`src/rtl/cache_pkg.sv`:
```
// Shared cache definitions: line geometry, word-address layout and refill FSM encoding.
package cache_pkg;

  localparam int unsigned TAG_W          = 3;
  localparam int unsigned IDX_W          = 10;
  localparam int unsigned OFF_W          = 2;
  localparam int unsigned WORDS_PER_LINE = 4;
  localparam int unsigned LINE_ADDR_W    = TAG_W + IDX_W + OFF_W;

  typedef struct packed {
    logic [TAG_W-1:0] tag;
    logic [IDX_W-1:0] index;
    logic [OFF_W-1:0] offset;
  } word_addr_t;

  typedef enum logic [1:0] {
    IDLE     = 2'd0,
    ISSUE    = 2'd1,
    WAIT_RSP = 2'd2,
    FULL     = 2'd3
  } refill_state_e;

endpackage

```
`src/rtl/line_refill_ctrl_if.sv`:
```
// Miss request, memory read and line delivery signals between cache, refill controller and memory.
interface line_refill_ctrl_if
  import cache_pkg::*;
#(
  parameter int unsigned ADDR_W = 15,
  parameter int unsigned DATA_W = 32,
  parameter int unsigned CNT_W  = 16
) ();

  logic              req_valid;
  logic [ADDR_W-1:0] req_addr;
  logic              req_ready;
  logic              mem_rd_valid;
  logic [ADDR_W-1:0] mem_rd_addr;
  logic              mem_rd_ready;
  logic              mem_rsp_valid;
  logic [DATA_W-1:0] mem_rsp_data;
  logic              line_valid;
  logic [TAG_W-1:0]  line_tag;
  logic [IDX_W-1:0]  line_index;
  logic [DATA_W-1:0] line_w3;
  logic [DATA_W-1:0] line_w2;
  logic [DATA_W-1:0] line_w1;
  logic [DATA_W-1:0] line_w0;
  logic              line_ack;
  logic [CNT_W-1:0]  refill_cnt;

  // Cache/memory side.
  modport master (
    output req_valid, req_addr, mem_rd_ready, mem_rsp_valid, mem_rsp_data, line_ack,
    input  req_ready, mem_rd_valid, mem_rd_addr, line_valid, line_tag, line_index,
    input  line_w3, line_w2, line_w1, line_w0, refill_cnt
  );

  // Refill controller side.
  modport slave (
    input  req_valid, req_addr, mem_rd_ready, mem_rsp_valid, mem_rsp_data, line_ack,
    output req_ready, mem_rd_valid, mem_rd_addr, line_valid, line_tag, line_index,
    output line_w3, line_w2, line_w1, line_w0, refill_cnt
  );

endinterface

```
`src/rtl/line_refill_ctrl.sv`:
```
// Cache line refill controller: fetches the four words of a missing line one read at a time,
// presents the assembled line until the cache acknowledges it, and counts completed refills.
module line_refill_ctrl
  import cache_pkg::*;
#(
  parameter int unsigned ADDR_W = 15,
  parameter int unsigned DATA_W = 32,
  parameter int unsigned CNT_W  = 16
) (
  input logic               clk,
  input logic               rst,
  line_refill_ctrl_if.slave bus
);

  refill_state_e     state_q;
  refill_state_e     state_d;
  word_addr_t        base_q;
  word_addr_t        req_line_c;
  word_addr_t        rd_addr_c;
  logic [OFF_W-1:0]  k_q;
  logic [DATA_W-1:0] word_q [WORDS_PER_LINE];
  logic [CNT_W-1:0]  cnt_q;

  logic req_ready_q, req_ready_d;
  logic rd_valid_q,  rd_valid_d;
  logic line_valid_q, line_valid_d;

  // State register.
  always_ff @(posedge clk or posedge rst) begin
    if (rst) state_q <= IDLE;
    else     state_q <= state_d;
  end

  // Next-state logic; stray responses and acks fall through without effect.
  always_comb begin
    state_d = state_q;
    case (state_q)
      IDLE:     if (bus.req_valid)    state_d = ISSUE;
      ISSUE:    if (bus.mem_rd_ready) state_d = WAIT_RSP;
      WAIT_RSP: if (bus.mem_rsp_valid)
                  state_d = (k_q == OFF_W'(WORDS_PER_LINE - 1)) ? FULL : ISSUE;
      FULL:     if (bus.line_ack)     state_d = IDLE;
      default:  state_d = IDLE;
    endcase
  end

  // Output decode from the upcoming state so the flopped outputs track state_q.
  always_comb begin
    req_ready_d  = 1'b0;
    rd_valid_d   = 1'b0;
    line_valid_d = 1'b0;
    case (state_d)
      IDLE:    req_ready_d  = 1'b1;
      ISSUE:   rd_valid_d   = 1'b1;
      FULL:    line_valid_d = 1'b1;
      default: ;
    endcase
  end

  always_ff @(posedge clk or posedge rst) begin
    if (rst) begin
      req_ready_q  <= 1'b1;
      rd_valid_q   <= 1'b0;
      line_valid_q <= 1'b0;
    end else begin
      req_ready_q  <= req_ready_d;
      rd_valid_q   <= rd_valid_d;
      line_valid_q <= line_valid_d;
    end
  end

  // Line-aligned base of the incoming miss.
  always_comb begin
    req_line_c        = word_addr_t'(LINE_ADDR_W'(bus.req_addr));
    req_line_c.offset = '0;
  end

  // Base offset is always zero, so OR-ing in k selects the word without touching tag/index.
  always_comb begin
    rd_addr_c        = base_q;
    rd_addr_c.offset = base_q.offset | k_q;
  end

  // Datapath: base, word counter, line buffer and refill counter.
  always_ff @(posedge clk or posedge rst) begin
    if (rst) begin
      base_q <= '0;
      k_q    <= '0;
      cnt_q  <= '0;
      for (int i = 0; i < WORDS_PER_LINE; i++) word_q[i] <= '0;
    end else begin
      if (state_q == IDLE && bus.req_valid) begin
        base_q <= req_line_c;
        k_q    <= '0;
      end
      if (state_q == WAIT_RSP && bus.mem_rsp_valid) begin
        word_q[k_q] <= bus.mem_rsp_data;
        if (k_q != OFF_W'(WORDS_PER_LINE - 1)) k_q <= k_q + OFF_W'(1);
      end
      if (state_q == FULL && bus.line_ack && cnt_q != {CNT_W{1'b1}})
        cnt_q <= cnt_q + CNT_W'(1);
    end
  end

  assign bus.req_ready    = req_ready_q;
  assign bus.mem_rd_valid = rd_valid_q;
  assign bus.mem_rd_addr  = ADDR_W'(rd_addr_c);
  assign bus.line_valid   = line_valid_q;
  assign bus.line_tag     = base_q.tag;
  assign bus.line_index   = base_q.index;
  assign bus.line_w0      = word_q[0];
  assign bus.line_w1      = word_q[1];
  assign bus.line_w2      = word_q[2];
  assign bus.line_w3      = word_q[3];
  assign bus.refill_cnt   = cnt_q;

endmodule

```
`src/flat_wrapper.sv`:
```
// flat-port wrapper written by rule: the top's interface ports become plain ports
module line_refill_ctrl_flat import cache_pkg::*;
#(
  parameter int unsigned ADDR_W = 15,
  parameter int unsigned DATA_W = 32,
  parameter int unsigned CNT_W  = 16
)
  (clk, rst, bus_req_valid, bus_req_addr, bus_mem_rd_ready, bus_mem_rsp_valid, bus_mem_rsp_data, bus_line_ack, bus_req_ready, bus_mem_rd_valid, bus_mem_rd_addr, bus_line_valid, bus_line_tag, bus_line_index, bus_line_w3, bus_line_w2, bus_line_w1, bus_line_w0, bus_refill_cnt);
  line_refill_ctrl_if #(.ADDR_W(ADDR_W), .DATA_W(DATA_W), .CNT_W(CNT_W)) bus_i ();
  input logic clk;
  input logic rst;
  input wire logic [$bits(bus_i.req_valid)-1:0] bus_req_valid;
  input wire logic [$bits(bus_i.req_addr)-1:0] bus_req_addr;
  input wire logic [$bits(bus_i.mem_rd_ready)-1:0] bus_mem_rd_ready;
  input wire logic [$bits(bus_i.mem_rsp_valid)-1:0] bus_mem_rsp_valid;
  input wire logic [$bits(bus_i.mem_rsp_data)-1:0] bus_mem_rsp_data;
  input wire logic [$bits(bus_i.line_ack)-1:0] bus_line_ack;
  output wire logic [$bits(bus_i.req_ready)-1:0] bus_req_ready;
  output wire logic [$bits(bus_i.mem_rd_valid)-1:0] bus_mem_rd_valid;
  output wire logic [$bits(bus_i.mem_rd_addr)-1:0] bus_mem_rd_addr;
  output wire logic [$bits(bus_i.line_valid)-1:0] bus_line_valid;
  output wire logic [$bits(bus_i.line_tag)-1:0] bus_line_tag;
  output wire logic [$bits(bus_i.line_index)-1:0] bus_line_index;
  output wire logic [$bits(bus_i.line_w3)-1:0] bus_line_w3;
  output wire logic [$bits(bus_i.line_w2)-1:0] bus_line_w2;
  output wire logic [$bits(bus_i.line_w1)-1:0] bus_line_w1;
  output wire logic [$bits(bus_i.line_w0)-1:0] bus_line_w0;
  output wire logic [$bits(bus_i.refill_cnt)-1:0] bus_refill_cnt;
  assign bus_i.req_valid = bus_req_valid;
  assign bus_i.req_addr = bus_req_addr;
  assign bus_i.mem_rd_ready = bus_mem_rd_ready;
  assign bus_i.mem_rsp_valid = bus_mem_rsp_valid;
  assign bus_i.mem_rsp_data = bus_mem_rsp_data;
  assign bus_i.line_ack = bus_line_ack;
  assign bus_req_ready = bus_i.req_ready;
  assign bus_mem_rd_valid = bus_i.mem_rd_valid;
  assign bus_mem_rd_addr = bus_i.mem_rd_addr;
  assign bus_line_valid = bus_i.line_valid;
  assign bus_line_tag = bus_i.line_tag;
  assign bus_line_index = bus_i.line_index;
  assign bus_line_w3 = bus_i.line_w3;
  assign bus_line_w2 = bus_i.line_w2;
  assign bus_line_w1 = bus_i.line_w1;
  assign bus_line_w0 = bus_i.line_w0;
  assign bus_refill_cnt = bus_i.refill_cnt;
  line_refill_ctrl #(.ADDR_W(ADDR_W), .DATA_W(DATA_W), .CNT_W(CNT_W)) u_core (.clk(clk), .rst(rst), .bus(bus_i));
endmodule
```
`config.mk`:
```
export PLATFORM = sky130hd
export DESIGN_NAME = line_refill_ctrl_flat
export DESIGN_NICKNAME = d
export VERILOG_FILES = /design/src/rtl/cache_pkg.sv /design/src/rtl/line_refill_ctrl_if.sv /design/src/rtl/line_refill_ctrl.sv /design/src/flat_wrapper.sv
export SDC_FILE = /design/constraint.sdc
export NUM_CORES = 1
export LEC_CHECK = 0
export CAP_MARGIN = 10
export CORE_UTILIZATION = 41
export CTS_BUF_LIST = sky130_fd_sc_hd__clkbuf_16
export CTS_CLUSTER_DIAMETER = 120
export DETAILED_ROUTE_END_ITERATION = 7
export MAX_ROUTING_LAYER = met4
export PLACE_DENSITY = 0.77
export SYNTH_ARGS = -nofsm -noshare
export SYNTH_HDL_FRONTEND = slang
export SYNTH_SLANG_ARGS = --single-unit
```
`constraint.sdc`:
```
create_clock -name clk -period 5.5 [get_ports clk]
set_clock_uncertainty 0.1 [all_clocks]
set_input_delay 0.825 -clock clk [delete_from_list [all_inputs] [get_ports clk]]
set_output_delay 0.825 -clock clk [all_outputs]
set_load 0.1 [all_outputs]
```
==> results by stage, run 1 <==
Run status:
- The flow ran to the end, and the final reports show no timing, DRC or antenna violations.

Global route:
- The global routing usage summed across all routing layers is 0.200.
- The overall overflow remaining after global route is 0.
- The pin count of the biggest net entering global routing is 77.
- The number of global-route vias before repair is 4,531.
- The initial antenna violation count is 0.
- The wire length of the first global-routing pass is 24,100 µm.

Critical path:
- The data arrival time of the critical path is 2070 ps.
- The kind of start point of the critical path is a flip-flop.
- The worst setup path is of the flip-flop to primary output kind.
- The maximum fanout count along the critical path is 5.
- In this run the critical register-to-register path is launched from u_core.state_q[0].
- STA puts the critical path data required time at 4580 ps.
- The nature of the critical path endpoint is a primary output.
- In this run the worst setup path begins at u_core.bus.refill_cnt[11].
- On the critical path, the stage with the largest delay is an instance of sky130_fd_sc_hd__clkdlybuf4s50_1.
- Traced cell by cell, the critical path runs through clkdlybuf4s50_1.
- Counting both buffers and inverters, the worst setup path holds a total of 1.
- The family of cells with the greatest summed delay on the critical path is buffers and inverters.
- The biggest cell delay along the critical path is 1200 ps.

Route:
- The first routing iteration left 182 violations.
- The iteration count of the initial detailed-routing pass is 4.
- The sum of routed wire length over all layers is about 15,000 µm.
- The remaining antenna violation count is 0.
- In the routed design, unresolved DRC markers number 0.
- The average detailed-routed wire length per instance is roughly 18 µm.
- The total number of vias is 4,252.
- The per-cell via count in the routed design is roughly 4.9.

Synth:
- Summing every instance area after synthesis gives ~6500 µm².
- Of the post-synthesis cell area, the dominant cell type holds 0.630.
- For this run, the number of Yosys warnings is 0.
- For this run, asynchronously set or reset flops after synthesis account for 1.00.
- The top flip-flop cell by instance count after synthesis is sky130_fd_sc_hd__dfrtp_1.
- Of the synthesized area, sequential elements account for 0.634.
- The most frequent cell after synthesis is sky130_fd_sc_hd__dfrtp_1.
- The average footprint of a synthesized cell is around 15 µm².
- The biggest area consumer among synthesized cells is sky130_fd_sc_hd__dfrtp_1.
- The post-synthesis sequential element count is 164.
- The number of nets handed over by synthesis was around 480.
- After synthesis, the cell types taking the most area are sky130_fd_sc_hd__dfrtp_1 (63%), sky130_fd_sc_hd__mux2_2 (21%), sky130_fd_sc_hd__mux2_1 (4.2%).
- By count the netlist is led by sky130_fd_sc_hd__dfrtp_1 (163), sky130_fd_sc_hd__mux2_2 (118), sky130_fd_sc_hd__mux2_1 (24), sky130_fd_sc_hd__nand2_1 (15), sky130_fd_sc_hd__buf_4 (14).
- The number of flops mapped to enable cells by yosys is 0.
- The number of different library cells used by synthesis comes to 36.
- The number of cells produced by synthesis is 420.

Final layout:
- Fill cells in the final layout number between 1,000 and 1,500.
- The area taken by multi-input logic gates is between 2000 and 2500 µm².
- After routing the design area is 9410 µm².
- The net count reported at finish is about 700.
- In the final layout, the share of cells above drive strength 1 is 0.245.
- The number of antenna diodes in the final layout is 0.
- The sequential cells in the finished layout cover a total of between 4000 and 5000 µm².
- From synthesis to final layout, the design area changed by 45.4%.

Die:
- The die boundary height is approximately 130 µm.
- The starting density of the core is 0.423.
- The die is between 100 and 150 µm wide.
- The floorplan has between 40 and 50 rows.
- The floorplan step defined a die boundary enclosing roughly 16,000 µm².
- Pin placement for this block handled around 230 I/O pins.
- The area inside the core boundary is roughly 15,000 µm².

Timing:
- The sum of negative setup slack is 0 ps.
- The number of hold violations in the final report is 0.
- Setup violations remaining at the end of the flow were counted as 0.
- Derived from the worst setup path, the maximum achievable clock frequency is roughly 0.33 GHz.
- The worst hold slack is approximately 390 ps.
- The smallest setup slack after layout is roughly 2500 ps.
- The slew of the pin with the lowest slew margin is 1070 ps.
- Headroom to the max-slew limit came out at 0.285.
- Setup repair after global routing left no endpoint under its margin.
- In the finished design, the share of the clock period the worst path needs comes to 0.545.
- The number of max-slew violations in the final report is 0.
- The time the worst path needs with I/O delays and setup is 3000 ps.

Clocking:
- After clock tree synthesis, the setup repair step added 0 buffers.
- For the worst-skew pair, the clock arrives at the later sink with an insertion delay of 410 ps.
- The number of buffers added by the clock tree synthesis step is 17.
- The number of hold buffers added after cts is 0.
- The number of gates resized after cts is 0.
- The total clock sinks is roughly 160.
- The master cell of the clock root buffer is sky130_fd_sc_hd__clkbuf_16.
- The clock tree from TritonCTS is built.
- The H-tree was split into 4 levels.
- The maximum count of clock buffers along a single path is 2.
- Clock-pin slew was measured on the worst setup and hold paths at about 60 ps.

Placement:
- The count of input and output buffers is about 230.
- The half-perimeter wire length after detailed placement is 10,400 µm.
- The placed instances occupy a cell area of 8840 µm².
- The worst slack at placement is between 2000 and 2500 ps.
- The last weighted congestion value of the routability-driven placer is 0.831.

Min path:
- The path type of the worst min-delay path is flip-flop to flip-flop.
- In this run the most critical hold path is launched from u_core.bus.line_w1[23].

Run:
- The tool flagged a number of max-cap violations equal to 0.
## per-stage QoR
step,util,instances
5_1_grt,0.615,861
6_report,0.615,861
2_1_floorplan,-,420
3_5_place_dp,0.577,830
3_3_place_gp,0.577,830
4_1_cts,0.615,861
## kinds of logic after synthesis
family,synth area share
compound gates,0.00985
simple gates,0.0495
xor+xnor,0.0176
flops,0.634
buf+inv,0.0303
fa+ha+maj,0.00966
mux,0.249
## worst paths after layout
path / endpoint / slack [ps] / cells past startpoint
max in group asynchronous: u_core.bus.refill_cnt[10] / 3420 / 3
min reg2reg: u_core.bus.line_w1[23] / 390 / 1
max: bus_refill_cnt[11] / 2500 / 1
min in group asynchronous: u_core.bus.line_w2[15] / 800 / 2
min: u_core.bus.line_w1[23] / 390 / 1
max reg2reg: u_core.bus.line_w1[6] / 3190 / 3
## sequential cells by signal, summed over array words and instances, names as in the netlist, 2 cells and up
signal / count
u_core.bus.line_w0: 32
u_core.bus.line_w2: 32
u_core.bus.refill_cnt: 16
u_core.bus.line_w3: 32
u_core.bus.line_tag: 3
u_core.state_q: 2
u_core.k_q: 2
u_core.bus.line_index: 10
u_core.bus.line_w1: 32
## per-layer routing
metal,GRT usage,routed length (µm),vias up,share of wire
met1,0.245,6580,2171,0.43
met2,0.329,7620,162,0.50
met5,-,0,-,0
met4,0.0844,309,0,0.020
li1,-,-,1897,-
met3,0.0346,733,22,0.048
## cell usage in the layout (no fill, tap or decap), drive strengths merged, types with 3 or more instances in the layout
master,count
nand3,5
nand4,5
mux2,143
nor2,4
and3,3
nor4,3
o21ai,5
dfrtp,163
clkbuf,17
nand2,15
inv,7
xor2,12
clkinv,6
clkdlybuf4s50,225
ha,5
bufinv,3
nor3,9
## layout make-up
| cell class | instances | share of cell area |
|---|---|---|
| tap | 211 | 0.0280 |
| sequential | 164 | 0.436 |
| timing repair buffer | 227 | 0.241 |
| clock inverter | 14 | 0.0157 |
| multi-input combinational | 224 | 0.232 |
| inverter | 4 | 0.00213 |
| clock buffer | 17 | 0.0452 |
Power of run 1 is not shown: default switching activity piles up to over one toggle a cycle in this logic, so the estimate is an artifact.
==> inputs of run 2 (changes only) <==
Clock period 5.5 ns to 2.5 ns, I/O delays scaled along.
==> results by stage, run 2 (synthesized netlist as in run 1, its figures left out) <==
Run status:
- The run finished with clean final reports.

Global route:
- Summed over all layers, the global routing overflow is 0.
- The wire length of the first global-routing pass is 23,700 µm.
- The global routing usage summed across all routing layers is 0.197.
- Entering global routing, the biggest net connects 33 pins.
- The number of global-route vias before repair came to 4,472.
- The initial antenna violation count is 0.

Die:
- For this configuration, the core starts out at a cell density of 0.423.
- The area enclosed by the die boundary is roughly 16,000 µm².
- The count of boundary I/O pins is around 230.
- Measured along the y axis, the die boundary spans 128 µm.
- The die span in x is roughly 130 µm.
- The core region is 15,300 µm².
- The number of rows created at floorplan is 45.

Clocking:
- The cell sitting at the root of the clock tree is a sky130_fd_sc_hd__clkbuf_16.
- The maximum count of clock buffers along a single path is 2.
- Post-CTS repair changed the size of 0 cells.
- The number of hold buffers added after cts is 0.
- Counting every sink on the clock net gives roughly 160.
- The later pin in the worst-skew pair is clocked with a latency of 410 ps.
- The clock tree from TritonCTS is built.
- The number of buffers added by the clock tree synthesis step is 17.
- The clock slew at the register clock pins of the worst setup and hold paths is about 60 ps.
- The maximum level of the CTS H-tree is 4.
- Buffers added to address setup during post-CTS repair amount to 0.

Timing:
- The number of hold violations in the final report is 0.
- The smallest setup slack after layout is ~600 ps.
- The time the worst path needs with I/O delays and setup is 1910 ps.
- The worst pin sits at a relative slew slack of 0.517.
- Of the available clock period, the critical path in the final layout requires 0.765.
- Based on the critical path, the design can be clocked at up to 0.523 GHz.
- The count of endpoints failing setup in the final report is 0.
- Setup repair after global routing left no endpoint under its margin.
- The number of max-slew violations in the final report came to 0.
- For the pin with the worst max-slew slack, the measured transition is around 720 ps.

Final layout:
- In the final layout, the share of cells above drive strength 1 is 0.520.
- Relative to the synthesized area, the layout overhead comes to 41.0%.
- The net count reported at finish is about 710.
- In the layout the commonest cells are sky130_fd_sc_hd__buf_4 (182), sky130_fd_sc_hd__dfrtp_1 (163), sky130_fd_sc_hd__mux2_2 (118).
- The number of antenna diodes in the final layout is 0.
- Leaving out fill and tap cells, the most frequent cell in the layout is sky130_fd_sc_hd__buf_4.

Route:
- The detailed router placed between 4,000 and 5,000 vias in this run.
- The detailed router finished its first iteration with ~180 violations.
- Dividing the detail-routed wire length by the instance count gives around 17 µm.
- After detailed routing, the number of vias per cell comes to 4.86.
- For this block, the routed nets add up to between 10,000 and 15,000 µm of wire.
- The number of DRC violations after detailed routing is 0.
- The pre-antenna-repair detailed-routing pass consisted of 4 iterations.
- The remaining antenna violation count is 0.

Critical path:
- The maximum fanout count along the critical path is 9.
- The data required time of the critical path is 2700 ps.
- The data arrival time of the critical path is about 2100 ps.
- The type of the worst setup path is flip-flop to flip-flop.
- STA classifies the critical path startpoint as a flip-flop.
- STA classifies the critical path endpoint as a flip-flop.

Placement:
- The count of input and output buffers is about 230.
- After legalization and detailed placement, the total HPWL measured approximately 11,000 µm.
- At the end of routability-driven placement, the weighted congestion stood at a little over 0.8.
- Prior to clock tree synthesis, the placed netlist has a worst setup slack of just under 400 ps.

Run:
- The tool flagged a number of max-cap violations equal to 0.

Min path:
- The path type of the worst min-delay path is input port to async pin.
-- run 2: critical path, cell delays in order (launching register included) --
cell,delay (ps)
sky130_fd_sc_hd__dfrtp_1,450
sky130_fd_sc_hd__ha_1,260
sky130_fd_sc_hd__nand3_1,130
sky130_fd_sc_hd__nor4_4,430
sky130_fd_sc_hd__nor2_2,120
sky130_fd_sc_hd__mux2_4,310
-- run 2: path summary, 6_finish.rpt --
| check | startpoint | to | slack, ps | depth (start not counted) |
|---|---|---|---|---|
| max | u_core.bus.refill_cnt[1] | u_core.bus.refill_cnt[1] | 590 | 5 |
| min | rst | u_core.bus.line_w2[30] | 330 | 2 |
| max reg2reg | u_core.bus.refill_cnt[1] | u_core.bus.refill_cnt[1] | 590 | 5 |
| min reg2reg | u_core.bus.line_w0[17] | u_core.bus.line_w0[17] | 390 | 1 |
| max in group asynchronous | rst | u_core.bus.req_ready | 1330 | 3 |
| min in group clk | u_core.bus.line_w0[17] | u_core.bus.line_w0[17] | 390 | 1 |
-- run 2: cell type report --
| cell class | instances | area, µm² |
|---|---|---|
| tap | 211 | 264 |
| multi-input combinational | 224 | 2180 |
| timing repair buffer | 239 | 2010 |
| inverter | 4 | 18.8 |
| clock buffer | 17 | 425 |
| fill | 1209 | 6180 |
| sequential | 164 | 4110 |
| clock inverter | 15 | 128 |
-- run 2: per-stage QoR --
| stage | instances | hold WS [ps] | util | area (µm²) | TNS, ps |
|---|---|---|---|---|---|
| finish | 874 | 335 | 0.596 | 9130 | 0 |
| global route | 874 | 367 | 0.596 | 9130 | 0 |
| CTS | 874 | 341 | 0.596 | 9130 | 0 |
| detailed placement | 842 | 382 | 0.560 | 8580 | 0 |
| global placement | 842 | 376 | 0.560 | 8580 | 0 |
| floorplan | 420 | 407 | - | 6480 | -9610 |
-- run 2: routing by layer --
metal	GRT usage	vias to the layer above	wire, µm	part of all wire
li1	-	1942	-	-
met4	0.0616	0	231	0.015
met1	0.237	2118	6370	0.43
met2	0.326	166	7490	0.50
met5	-	-	0	0
met3	0.0497	18	884	0.059
Power of run 2 is left out for the same reason.
